### config.mk
export PLATFORM = sky130hd
export DESIGN_NAME = sipo_deb
export DESIGN_NICKNAME = d
export VERILOG_FILES = /design/src/rtl/sipo_deb.sv
export SDC_FILE = /design/constraint.sdc
export NUM_CORES = 1
export LEC_CHECK = 0
export CAP_MARGIN = 10
export CORE_AREA = 2 2 163 165
export DETAILED_ROUTE_END_ITERATION = 16
export DIE_AREA = 0 0 165 167
export HOLD_SLACK_MARGIN = 0.06
export SYNTH_ARGS = -nofsm -noshare
export SYNTH_HDL_FRONTEND = slang
export SYNTH_SLANG_ARGS = --single-unit
export TNS_END_PERCENT = 20
### constraint.sdc
create_clock -name CLKEXT -period 3.3 [get_ports CLKEXT]
set_input_delay 0.66 -clock CLKEXT [delete_from_list [all_inputs] [get_ports CLKEXT]]
set_output_delay 0.66 -clock CLKEXT [all_outputs]
set_load 0.02 [all_outputs]
### src/rtl/sipo_deb.sv
// Byte-serial debug/config receiver: collects a 12-byte frame into a shadow buffer and commits it
// atomically to the parallel outputs. Define SIPO_DEB_CHK_EN to require a trailing XOR checksum byte.
module sipo_deb #(
   parameter logic [7:0] GAP_MAX = 8'd255
) (
   input  logic        CLKEXT,
   input  logic        RST_GLO,
   input  logic        EN_SIPO_DEB,
   input  logic        CLR_SIPO_DEB,
   input  logic        SHIFT_DEB,
   input  logic [7:0]  D_IN,
   output logic [15:0] SSFR,
   output logic [15:0] CON_SIG,
   output logic [15:0] MAC2,
   output logic [15:0] MAC1,
   output logic [7:0]  QD,
   output logic [7:0]  QC,
   output logic [7:0]  QB,
   output logic [7:0]  QA,
   output logic [3:0]  BYTE_CNT,
   output logic        BUSY,
   output logic        DONE,
   output logic        ERR
);

   typedef enum logic [1:0] {StIdle, StRecv, StCommit, StChk} state_e;

   state_e     state_q, state_d;
   logic [3:0] cnt_q, cnt_d;
   logic [7:0] gap_q, gap_d;
   logic [7:0] gap_inc;
   logic       gap_hit;
   logic [7:0] shadow_q [12];
   logic [7:0] shadow_d [12];
   logic [7:0] out_q [12];
   logic [7:0] out_d [12];
   logic       done_q, done_d;
   logic       err_q, err_d;
   logic       strobe;
   logic       abort;

   assign strobe  = EN_SIPO_DEB & SHIFT_DEB;
   assign gap_inc = gap_q + 8'd1;
   assign gap_hit = (GAP_MAX != 8'd0) && (gap_inc == GAP_MAX);

`ifdef SIPO_DEB_CHK_EN
   logic [7:0] csum;
   always_comb begin
      csum = 8'd0;
      for (int i = 0; i < 12; i++) csum = csum ^ shadow_q[i];
   end
`endif

   always_comb begin
      state_d  = state_q;
      cnt_d    = cnt_q;
      gap_d    = gap_q;
      shadow_d = shadow_q;
      out_d    = out_q;
      done_d   = 1'b0;
      err_d    = 1'b0;
      abort    = 1'b0;
      unique case (state_q)
         StIdle: begin
            if (strobe) begin
               shadow_d[0] = D_IN;
               cnt_d       = 4'd1;
               gap_d       = 8'd0;
               state_d     = StRecv;
            end
         end
         StRecv: begin
            if (!EN_SIPO_DEB) begin
               abort = 1'b1;
            end else if (SHIFT_DEB) begin
               shadow_d[cnt_q] = D_IN;
               cnt_d           = cnt_q + 4'd1;
               gap_d           = 8'd0;
               if (cnt_q == 4'd11) begin
`ifdef SIPO_DEB_CHK_EN
                  state_d = StChk;
`else
                  state_d = StCommit;
`endif
               end
            end else begin
               gap_d = gap_inc;
               abort = gap_hit;
            end
         end
`ifdef SIPO_DEB_CHK_EN
         StChk: begin
            if (!EN_SIPO_DEB) begin
               abort = 1'b1;
            end else if (SHIFT_DEB) begin
               if (D_IN == csum) state_d = StCommit;
               else              abort   = 1'b1;
            end else begin
               gap_d = gap_inc;
               abort = gap_hit;
            end
         end
`endif
         StCommit: begin
            // Outputs take the old shadow; a strobe this cycle only starts the next frame.
            out_d   = shadow_q;
            done_d  = 1'b1;
            cnt_d   = 4'd0;
            state_d = StIdle;
            if (strobe) begin
               shadow_d[0] = D_IN;
               cnt_d       = 4'd1;
               gap_d       = 8'd0;
               state_d     = StRecv;
            end
         end
         default: state_d = StIdle;
      endcase
      if (abort) begin
         err_d    = 1'b1;
         cnt_d    = 4'd0;
         gap_d    = 8'd0;
         shadow_d = '{default: 8'd0};
         state_d  = StIdle;
      end
   end

   always_ff @(posedge CLKEXT) begin
      if (RST_GLO || CLR_SIPO_DEB) begin
         state_q  <= StIdle;
         cnt_q    <= 4'd0;
         gap_q    <= 8'd0;
         shadow_q <= '{default: 8'd0};
         out_q    <= '{default: 8'd0};
         done_q   <= 1'b0;
         err_q    <= 1'b0;
      end else begin
         state_q  <= state_d;
         cnt_q    <= cnt_d;
         gap_q    <= gap_d;
         shadow_q <= shadow_d;
         out_q    <= out_d;
         done_q   <= done_d;
         err_q    <= err_d;
      end
   end

   assign SSFR     = {out_q[0], out_q[1]};
   assign CON_SIG  = {out_q[2], out_q[3]};
   assign MAC2     = {out_q[4], out_q[5]};
   assign MAC1     = {out_q[6], out_q[7]};
   assign QD       = out_q[8];
   assign QC       = out_q[9];
   assign QB       = out_q[10];
   assign QA       = out_q[11];
   assign BYTE_CNT = cnt_q;
   assign BUSY     = (state_q != StIdle);
   assign DONE     = done_q;
   assign ERR      = err_q;

endmodule
==> results.toml <==
[status]
status = "complete, no violations"

[route]
drc = 0
drt_iter0_drc = 264
vias_per_cell = 4.59
drt_first_pass_iters = 5
drt-total-wl_mm = 19.9
ant_nets = 0
num_vias = 5687
avgRoutedWirePerCell_um = 16.1

[clock_network]
clock-sinks = 208
clkTransAtPathRegs_ps = 60
clock_latency_ps = 490
cts_root_buffer = "clkbuf_16"
ctsResizeCount = 0
cts-buffers-inserted = 23
htree_num_levels = 1
cts_setup_buffers = 0
cts_hold_buf = 0
cts_max_path_buffers = 3
cts_tree = "yes"

[worst_setup_path]
endpoint_kind = "output pin"
cp.arrival_ps = 1950
path_max_fanout = 5
crit_path_start_kind = "register"
critPathRequiredTime_ps = 2640
path_class = "register to output pin"

[logic_synthesis]
ys.warnings.count = 0
synth_edf_count = 0
synth_nets = 812
ys_seq_area_share_pct = 53.0
synthesis.area_um2 = 7860
synth-async-reset-ratio_pct = 0
syn_area_per_cell_um2 = 9.96
synth_cell_types = 49
ys.flop_type = "dfxtp_1"
syn_inst = 789
ys_seq_elements = 208

[power]
p_total_mw = 5.30
power.density_nw_per_um2 = 524
ir_worst_vdd_mv = 0.302
leakagePower_nw = 3.16

[floorplanning]
die_w_um = 165
initial_core_util_pct = 30.5
rows = 59
pin_count = 116
core_um2 = 25800
die-area_um2 = 27600
die_y_um = 167

[final_layout]
area_growth_pct = 28.7
mostFrequentLayoutCells = "dfxtp_1, nor2_1, mux2i_1, clkdlybuf4s50_1, nand2_1"
fin_nets = 914
fin_util_pct = 39.3
stdcell_area_um2 = 10100
n_antenna_cell = 0
drive_gt1_share_pct = 6.86
layout_commonest_cell = "dfxtp_1"
final_cells = 1239

[timing]
worst_pin_slew_ps = 871
hold_viol = 0
slew_headroom_pct = 41.7
fin_crit_sh_pct = 79.2
fin_tns_setup_ps = 0
skew_ps = 7.98
rsz0062_at_grt = "no"
finalSetupViolCount = 0
fin_crit_ps = 2610
drv_slew = 0
fmax_mhz = 383

[place]
place_inst = 1201
port_buffers = 115
place_area_um2 = 9340
gp_congestion = 0.818
place_hpwl_mm = 12.4

[grt]
grt_first_pass_wirelength_mm = 31.2
grt-ovfl-total = 0
antenna_found_initial = 0
grt_use_total_pct = 14.3
grt_max_degree = 101
grt_pass1_vias = 5575

[run]
maxCapViolations = 0

[min_path]
min-delay-path-class = "register to register"
where the power goes:
group | internal, mW | leakage, nW | switching (mW)
clock | 1.65 | 0.381 | 0.991
sequential | 2.51 | 1.67 | 0.00308
combinational | 0.0369 | 1.11 | 0.107
stage by stage:
| step | hold WS (ps) | worst slack [ps] |
|---|---|---|
| 2_1_floorplan | 434 | 1370 |
| 3_3_place_gp | 444 | 645 |
| 3_5_place_dp | 448 | 614 |
| 4_1_cts | 456 | 650 |
| 5_1_grt | 478 | 565 |
| 6_report | 454 | 687 |
Yosys cell counts (2+ instances only):
cell,n,area [µm²]
nand3b_1,3,22.5
nor3_2,4,40.0
clkbuf_1,25,93.8
and2_1,2,12.5
o21ai_0,5,25.0
buf_2,20,100
dfxtp_1,208,4160
inv_1,9,33.8
nand4_1,2,12.5
ha_1,10,125
o21a_1,2,15.0
nand3_1,19,95.1
a31oi_1,3,18.8
nand2b_1,2,12.5
buf_6,2,22.5
nor3b_1,2,15.0
nor2_2,5,31.3
nand2_1,32,120
and3_1,2,12.5
a21oi_1,27,135
nor3_1,6,30.0
mux2i_1,169,1690
a22oi_1,9,67.6
nor2_1,196,736
path summary, 6_finish.rpt:
| check | from | end | slack, ps | cells after the start |
|---|---|---|---|---|
| worst max-delay path | state_q[0]$_SDFFE_PP0P_ | BUSY | 690 | 4 |
| worst min-delay path | shadow_q[32]$_SDFFE_PP0P_ | shadow_q[32]$_SDFFE_PP0P_ | 450 | 2 |
| worst max register to register | state_q[0]$_SDFFE_PP0P_ | gap_q[4]$_SDFFE_PP0P_ | 1030 | 7 |
| worst min register to register | shadow_q[32]$_SDFFE_PP0P_ | shadow_q[32]$_SDFFE_PP0P_ | 450 | 2 |
worst max-delay path, cell delays in order (launching register included):
cell	delay (ps)
dfxtp_1	400
inv_1	110
ha_1	280
inv_1	80
clkdlybuf4s50_1	590
routing by layer:
layer | track usage [%] | vias up | routed length [µm]
li1 | - | 2864 | -
met1 | 20.4 | 2662 | 9740
met2 | 22.3 | 135 | 8810
met3 | 2.49 | 26 | 974
met4 | 3.67 | 0 | 400
met5 | 0 | - | 0
cell type report:
class                   count  area, µm²
well taps                 335        419
clock buffers              29        628
repair buffers            125       1260
fillers                  2553      15600
flip-flops and latches    208       4160
multi-input cells         524       3460
inverters                   9       33.8
clock inverters             9        148
cell families after synthesis:
family | share of synthesized area (%)
buffers and inverters | 3.28
AO/OA/AOI/OAI | 4.60
multiplexers | 21.5
flip-flops | 53.0
XOR/XNOR | 0.223
AND/OR/NAND/NOR | 15.8
adder cells (fa/ha/maj) | 1.59
registers in the layout (all words and copies together), names as in the netlist, 16 cells and up:
name      flops
SSFR         16
MAC1         16
CON_SIG      16
shadow_q     96
MAC2         16
No activity file was read; power rests on OpenSTA's default activity.
